### src/rtl/credit_issuer_pkg.sv
// Shared types and defaults for the receiver-side credit issuer.
// The output record mirrors what the sender-side credit counter consumes.
package credit_issuer_pkg;

   localparam int unsigned CREDITS_RETURN_BATCH   = 4;
   localparam int unsigned CREDITS_RETURN_TIMEOUT = 16;
   localparam int unsigned OCC_W                  = 7;
   localparam int unsigned PEND_W                 = 9;

   typedef struct packed {
      logic              valid_request;
      logic              valid_response;
      logic [PEND_W-1:0] response_credits;
      logic [7:0]        room;
   } credit_interface_input_t;

   typedef enum logic [1:0] {
      StIdle,
      StAnnounce,
      StRun
   } credit_issuer_state_t;

endpackage

### src/rtl/credit_fifo.sv
// Request buffer with explicit pointer wrap so any depth in 1..64 works.
// Head data reads as zero while empty so nothing stale leaks out after reset.
module credit_fifo
   import credit_issuer_pkg::*;
#(
   parameter int unsigned WIDTH = 64,
   parameter int unsigned DEPTH = 32
) (
   input  logic             clock,
   input  logic             rstn,
   input  logic             push,
   input  logic [WIDTH-1:0] push_data,
   input  logic             pop,
   output logic             full,
   output logic             empty,
   output logic [OCC_W-1:0] count,
   output logic [WIDTH-1:0] head_data
);

   localparam int unsigned PTR_W = (DEPTH > 1) ? $clog2(DEPTH) : 1;
   localparam logic [PTR_W-1:0] LAST = PTR_W'(DEPTH - 1);

   logic [WIDTH-1:0] mem [DEPTH];
   logic [PTR_W-1:0] rd_ptr_q, rd_ptr_d, wr_ptr_q, wr_ptr_d;
   logic [OCC_W-1:0] count_q, count_d;
   logic             do_push, do_pop;

   assign empty     = (count_q == '0);
   assign full      = (count_q == OCC_W'(DEPTH));
   assign count     = count_q;
   assign head_data = empty ? '0 : mem[rd_ptr_q];

   // A pop frees the slot in the same cycle, so a push at full is legal alongside it.
   assign do_pop  = pop & ~empty;
   assign do_push = push & (~full | do_pop);

   always_comb begin
      rd_ptr_d = rd_ptr_q;
      wr_ptr_d = wr_ptr_q;
      count_d  = count_q;
      if (do_pop) rd_ptr_d = (rd_ptr_q == LAST) ? '0 : rd_ptr_q + 1'b1;
      if (do_push) wr_ptr_d = (wr_ptr_q == LAST) ? '0 : wr_ptr_q + 1'b1;
      unique case ({do_push, do_pop})
         2'b10:   count_d = count_q + 1'b1;
         2'b01:   count_d = count_q - 1'b1;
         default: count_d = count_q;
      endcase
   end

   always_ff @(posedge clock or negedge rstn) begin
      if (!rstn) begin
         rd_ptr_q <= '0;
         wr_ptr_q <= '0;
         count_q  <= '0;
      end else begin
         rd_ptr_q <= rd_ptr_d;
         wr_ptr_q <= wr_ptr_d;
         count_q  <= count_d;
      end
   end

   always_ff @(posedge clock) begin
      if (do_push) mem[wr_ptr_q] <= push_data;
   end

endmodule

### src/rtl/credit_issuer.sv
// Receiver end of the credit link: announces room, buffers requests, drains them
// downstream and returns freed credits to the sender in batches or on timeout.
module credit_issuer
   import credit_issuer_pkg::*;
#(
   parameter logic [7:0]  ROOM           = 8'h20,
   parameter int unsigned CMD_WIDTH      = 64,
   parameter int unsigned RETURN_BATCH   = CREDITS_RETURN_BATCH,
   parameter int unsigned RETURN_TIMEOUT = CREDITS_RETURN_TIMEOUT
) (
   input  logic                    clock,
   input  logic                    rstn,
   input  logic                    enable,
   input  logic                    request_valid,
   input  logic [CMD_WIDTH-1:0]    request_payload,
   output logic                    cmd_out_valid,
   output logic [CMD_WIDTH-1:0]    cmd_out_payload,
   input  logic                    cmd_out_ready,
   output credit_interface_input_t credit_out,
   output logic [OCC_W-1:0]        occupancy,
   output logic                    overrun_error
);

   localparam logic [7:0] TIMER_MAX = 8'(RETURN_TIMEOUT - 1);

   credit_issuer_state_t state_q, state_d;
   logic [PEND_W-1:0] pending_q, pending_d;
   logic [7:0]        timer_q, timer_d;
   logic              echo_q, overrun_q, overrun_d;
   logic              running, full, empty, pop, push, ret;

   credit_fifo #(
      .WIDTH (CMD_WIDTH),
      .DEPTH (int'(ROOM))
   ) u_fifo (
      .clock     (clock),
      .rstn      (rstn),
      .push      (push),
      .push_data (request_payload),
      .pop       (pop),
      .full      (full),
      .empty     (empty),
      .count     (occupancy),
      .head_data (cmd_out_payload)
   );

   assign cmd_out_valid = ~empty;
   assign pop           = cmd_out_valid & cmd_out_ready;
   assign running       = (state_q == StRun);
   assign push          = running & request_valid & (~full | pop);
   assign overrun_d     = overrun_q | (running & request_valid & full & ~pop);
   assign overrun_error = overrun_q;

   // Return decision looks only at registered state; a pop in the return cycle carries over.
   assign ret = (pending_q >= PEND_W'(RETURN_BATCH)) ||
                ((pending_q != '0) && (timer_q == TIMER_MAX));

   always_comb begin
      pending_d = ret ? PEND_W'(pop) : pending_q + PEND_W'(pop);
      if (ret || pending_q == '0) timer_d = '0;
      else if (timer_q == TIMER_MAX) timer_d = timer_q;
      else timer_d = timer_q + 8'd1;
   end

   always_ff @(posedge clock or negedge rstn) begin
      if (!rstn) begin
         state_q   <= StIdle;
         pending_q <= '0;
         timer_q   <= '0;
         echo_q    <= 1'b0;
         overrun_q <= 1'b0;
      end else begin
         state_q   <= state_d;
         pending_q <= pending_d;
         timer_q   <= timer_d;
         echo_q    <= push;
         overrun_q <= overrun_d;
      end
   end

   always_comb begin
      state_d = state_q;
      unique case (state_q)
         StIdle:     if (enable) state_d = StAnnounce;
         StAnnounce: state_d = StRun;
         StRun:      state_d = StRun;
         default:    state_d = StIdle;
      endcase
   end

   always_comb begin
      credit_out                  = '0;
      credit_out.room             = (state_q != StIdle) ? ROOM : 8'h00;
      credit_out.valid_request    = echo_q;
      credit_out.valid_response   = ret;
      credit_out.response_credits = ret ? pending_q : '0;
   end

`ifndef SYNTHESIS
   logic [9:0] cons_sum;
   assign cons_sum = 10'(occupancy) + 10'(pending_q);

   occupancy_bound_a : assert property (@(posedge clock) disable iff (!rstn)
      cons_sum <= 10'(ROOM));
   nonzero_return_a : assert property (@(posedge clock) disable iff (!rstn)
      credit_out.valid_response |-> (credit_out.response_credits != '0));
`endif

endmodule

### config.mk
export PLATFORM = sky130hd
export DESIGN_NAME = credit_issuer
export DESIGN_NICKNAME = d
export VERILOG_FILES = /design/src/rtl/credit_issuer_pkg.sv /design/src/rtl/credit_fifo.sv /design/src/rtl/credit_issuer.sv
export SDC_FILE = /design/constraint.sdc
export NUM_CORES = 2
export LEC_CHECK = 0
export CORE_UTILIZATION = 48
export CTS_BUF_LIST = sky130_fd_sc_hd__clkbuf_8
export CTS_CLUSTER_DIAMETER = 40
export DETAILED_ROUTE_END_ITERATION = 10
export PLACE_DENSITY_LB_ADDON = 0.12
export SLEW_MARGIN = 20
export SYNTH_ARGS = -nofsm -noshare
export SYNTH_HDL_FRONTEND = slang
export SYNTH_SLANG_ARGS = --single-unit
### constraint.sdc
create_clock -name clock -period 8.3 [get_ports clock]
set_input_delay 2.49 -clock clock [delete_from_list [all_inputs] [get_ports clock]]
set_output_delay 2.49 -clock clock [all_outputs]
set_load 0.1 [all_outputs]
======== Yosys cells after proc, flatten, opt, wreduce, memory -nomap -nowiden ========
Memory sizes are Yosys's and may differ from the RTL's.
Index checks and enable logic that the tools add are counted.
Widths: inputs -> output; s select.
operators by class
  reduce and logical (&&, ||, !) cells .... 10
  mux-type cells .......................... 13
  bitwise logic cells ..................... 13
  add/subtract/negate cells ............... 6
  $lt $le $gt $ge ......................... 1
  equality and inequality tests ........... 10
operators with widths
  cell                 number
  $mux 64              1
  $mux 9               2
  $mux 8               2
  $pmux 7 s2           1
  $add 5x1->5 const B  2
  $eq 5x5->1 const B   2
  $mux 5               2
  $add 9x1->9          1
  $ge 9x3->1 const B   1
  $logic_not 9->1      1
  $reduce_bool 9->1    1
  $add 8x1->8 const B  1
  $eq 8x4->1 const B   1
  $add 7x1->7 const B  1
  $and 1x1->1          7
  $eq 7x6->1 const B   1
  $logic_not 7->1      1
  $sub 7x1->7 const B  1
  $mux 6               1
  $eq 2x1->1 const B   2
  $eq 2x2->1 const B   2
  $pmux 2 s2           1
  $reduce_bool 2->1    2
  $not 1->1            3
  9 further kinds      13
storage, ports and cells
  input bits .............................. 69
  RAM bits ................................ 2,048
  output and inout bits ................... 92
  word-level logic and storage cells ...... 62
  register bits ........................... 38
  memories ................................ 1
memories
  memory      depth  width  rd ports  clocked after memory_dff  wr ports  RTL line           text
  u_fifo.mem  32     64     1         0                         1         credit_fifo.sv:23  logic [WIDTH-1:0] mem [DEPTH];

======== Logic depth before layout (Yosys ltp) ========
  word-level depth ........................ 8
  gate-level depth with buffers ........... 14
  gate-level depth less buffers ........... 13

======== By module ========
Synthesis repeated with hierarchy kept, for this count alone.
unflattened totals
  cells, all modules ...................... 3,444
  area total of the unflattened synthesis .. 79,857.8 um2
by module, submodules not included
  module         area an instance (um2)  times used  seq. area each (um2)  cells each
  credit_fifo    78,859.4                1           61,924.4              3,350
  credit_issuer  998.5                   1           525.5                 94

======== Least setup slack after synthesis ========
No wires, ideal clock.
  path kind ............................... input to register
  start ................................... in cmd_out_ready
  end ..................................... mem u_fifo.mem[20][0] (enable)
  slack ................................... 0.092 ns
  path buffers ............................ 1
  required time ........................... 7.735 ns
  stages on the path ...................... 5
  arrival time ............................ 7.643 ns
  setup time .............................. 0.565 ns
  cells stage by stage .................... inv_1 a41oi_1 clkbuf_1 nand3_1 nor3_1
on the way
  cells in the longest elaborated chain, start to end .. 6
  elaborated cells on any way between the ends .. 8
  classes of those cells .................. mux (2); bitwise (6)
RTL lines
  what                          RTL line             text
  from (decl)                   credit_issuer.sv:18  input logic cmd_out_ready,
  $and 1x1->1                   credit_issuer.sv:48  assign pop = cmd_out_valid & cmd_out_ready;
  $or 1x1->1                    credit_issuer.sv:50  assign push = running & request_valid & (~full | pop);
  $and 1x1->1                   credit_issuer.sv:50
  net push                      credit_issuer.sv:30  logic running, full, empty, pop, push, ret;
  $and 1x1->1                   credit_fifo.sv:35    assign do_push = push & (~full | do_pop);
  $mux 1                        credit_fifo.sv:63    if (do_push) mem[wr_ptr_q] <= push_data;
  $mux 1 (implied by the code)  credit_fifo.sv:63
  to (decl)                     credit_fifo.sv:23
The timed path passes the listed nets, and every way through them passes these cells.

======== Final worst setup path ========
  start ................................... reg u_fifo.count_q[1], in the netlist u_fifo.count[1]
  end ..................................... out cmd_out_payload[21]
on the way
  cells in the longest elaborated chain, start to end .. 2
RTL lines
  what                    RTL line             text
  from (decl)             credit_fifo.sv:25    logic [OCC_W-1:0] count_q, count_d;
  from (signal assigned)  credit_fifo.sv:58    count_q <= count_d;
  $logic_not 7->1         credit_fifo.sv:28    assign empty = (count_q == '0);
  $mux 64                 credit_fifo.sv:31    assign head_data = empty ? '0 : mem[rd_ptr_q];
  to (decl)               credit_issuer.sv:17  output logic [CMD_WIDTH-1:0] cmd_out_payload,
No other way between the ends.

==> impl_metrics.env <==
export IMPL_outcome="finished, violations left"
export IMPL_violations_in_the_final_reports="DRC"
export IMPL_synthArstFlopShare_pct=1.82
export IMPL_horizontal_die_dimension_um=412
export IMPL_number_of_buffers_created_by_cts=368
export IMPL_finalWeightedCongestion=0.730
export IMPL_required_time_at_the_worst_slack_endpoint_ps=5810
export IMPL_clock_sinks=2086
export IMPL_ctsRootBufferMaster="clkbuf_8"
export IMPL_numPlacedInstances=6010
export IMPL_dieHeight_um=412
export IMPL_max_slew_worst_pin_slew_ps=1190
export IMPL_cts_hold_fix_buffers=0
export IMPL_crit_path_end_kind="output pin"
export IMPL_rsz_0062_raised_after_global_routing="no"
export IMPL_dominantRegCellSynth="edfxtp_1"
export IMPL_ff2ff_setup_slack_ps=4700
export IMPL_detail_route_iter0_violations=3997
export IMPL_fin_nets=4261
export IMPL_antenna_found_initial=10
export IMPL_route_detailed_drc=2
export IMPL_power_static_leakage_nw=29.5
export IMPL_timing_final_setup_violations=0
export IMPL_max_slew_margin_rel_pct=18.6
export IMPL_crit_path_max_fanout=26
export IMPL_io_buffer_count=153
export IMPL_sequential_to_total_area_share_from_yosys_stat_pct=77.4
export IMPL_grt_use_total_pct=23.8
export IMPL_design_core_area_sq_um=167000
export IMPL_worst_hold_path_type="reg -> reg"
export IMPL_final_core_utilization_pct=54.9
export IMPL_rows=150
export IMPL_avgViaCountPerCell=5.97
export IMPL_grt_remaining_overflow=0
export IMPL_synth_edff_count=2048
export IMPL_routed_wl_um=201000
export IMPL_power_per_cell_area_nw_per_um2=331
export IMPL_postLayoutSetupSlackWorst_ps=693
export IMPL_post_layout_total_power_mw=30.4
export IMPL_worst_setup_path_start_kind="flop"
export IMPL_io_pins=161
export IMPL_layout_drive_gt1_share_pct=26.7
export IMPL_vias_in_the_first_global_route=40700
export IMPL_post_synth_inst_count=3754
export IMPL_cts_max_path_buffers=4
export IMPL_max_vdd_ir_drop_v=0.000491
export IMPL_count_of_nets_left_with_antenna_violations_after_detail_routing=0
export IMPL_clock_pin_slew_on_the_worst_setup_and_hold_paths_ps=60
export IMPL_grt_start_max_net_pins=111
export IMPL_areaGrowthSynthToFinish_pct=13.5
export IMPL_routedWlPerCell_um=30.3
export IMPL_layout_worst_path_cycle_share_pct=91.6
export IMPL_initial_core_util_pct=48.3
export IMPL_skew_ps=58.2
export IMPL_post_place_ws_ps=1750
export IMPL_worst_ep_arrival_time_ps=5120
export IMPL_timing_setup_critical_path_class="reg -> out"
export IMPL_max_cap_violations=0
export IMPL_final_hold_violation_count=0
export IMPL_layout_cells_most_common_list="edfxtp_1, mux4_2, clkbuf_8"
export IMPL_tritoncts="done"
export IMPL_h_tree_depth_reported_by_cts=5
export IMPL_post_cts_setup_buffer_count=0
export IMPL_final_min_clock_period_ps=7610
export IMPL_synth_warning_count=0
export IMPL_first_pass_iters=8
export IMPL_yosysUniqueCellTypes=65
export IMPL_setup_tns_final_ps=0
export IMPL_grt_pass1_wl_um=288000
export IMPL_die_area_sq_um=170000
export IMPL_finish_cell_count_without_fillers=6651
export IMPL_post_synthesis_register_bit_count=2086
export IMPL_detailroute_via_count=39700
export IMPL_synth_area_sq_um=80700
export IMPL_clock_insertion_delay_worst_skew_ps=1040
export IMPL_syn_mean_instance_area_sq_um=21.5
export IMPL_layout_commonest_cell="edfxtp_1"
export IMPL_final_max_slew_viol_count=0
export IMPL_dp_final_hpwl_um=101000
export IMPL_postCtsResizedCells=0
export IMPL_clock_fmax_mhz=131
==> flip-flops by register name (all words and copies together) (netlist names) <==
signal and cells:
u_fifo.rd_ptr_q 5, u_fifo.mem 2048, overrun_error 1, u_fifo.count 7, echo_q 1, timer_q 8, u_fifo.wr_ptr_q 5, state_q 2
pending_q 9
==> kinds of logic after synthesis <==
logic type               after synthesis  synth area share, %
AO/OA/AOI/OAI                        320                 3.22
other                                  1              0.00465
multiplexers                         776                 15.8
AND/OR/NAND/NOR                      293                 1.62
flip-flops                          2086                 77.4
buffers and inverters                245                 1.57
XOR/XNOR                              17                0.184
adder cells (fa/ha/maj)               16                0.248
==> through the flow <==
stage	hold slack, ps	area (sq um)
2_1_floorplan	433	80800
3_3_place_gp	459	85200
3_5_place_dp	465	85200
4_1_cts	474	91700
5_1_grt	502	91600
6_report	471	91600
==> worst max-delay path, stage by stage (launching register included) <==
cell and delay (ps):
dfrtp_1 490, or4_4 610, nor3_4 820, nor2_4 260
buf_4 420, a221oi_2 280, nor2_1 100, clkdlybuf4s50_1 1000
==> Yosys cell counts (all sizes together) (38+ instances only) <==
cell,number,area share [%]
nor2,150,0.71
clkbuf,87,0.41
nand2,62,0.29
mux2i,247,3.1
buf,144,1.1
mux4,384,11
mux2,145,2.0
edfxtp,2048,76
o22ai,64,0.50
a311oi,38,0.41
dfrtp,38,1.2
a21oi,39,0.24
==> metal layers <==
metal / GRT usage, % / share of wire [%] / up-vias / wire length [um]
met5: 0 / 0.026 / - / 53
met4: 6.98 / 2.2 / 8 / 4360
met3: 3.97 / 5.9 / 342 / 11800
met2: 38.2 / 49 / 1375 / 98600
met1: 33.8 / 43 / 21400 / 86600
li1: - / - / 16600 / -
==> final timing paths <==
path	start	to	depth (start not counted)
hold reg to reg	timer_q[0]	timer_q[0]	1
hold / removal	timer_q[0]	timer_q[0]	1
setup / recovery	u_fifo.count[1]	cmd_out_payload[21]	7
setup reg to reg	u_fifo.count[2]	u_fifo.mem[19][52]	6
min in group asynchronous	rstn	pending_q[2]	1
max in group asynchronous	rstn	u_fifo.rd_ptr_q[3]	1
==> layout make-up <==
class,count,area (sq um)
clock inverter,260,1410
timing repair buffer,271,2440
antenna,7,17.5
multi-input combinational,1435,17300
tap,2204,2760
sequential,2086,62500
clock buffer,374,5150
fill,12900,75400
inverter,14,52.6
==> report_power, final <==
part	leakage, nW	switching, mW	internal, mW	total, mW
sequential	18.9	0.272	11.8	12.1
clock	3.74	4.10	4.52	8.62
combinational	6.87	6.60	3.05	9.65
total	29.5	11.0	19.4	30.4
No activity file was read; power rests on OpenSTA's default activity.
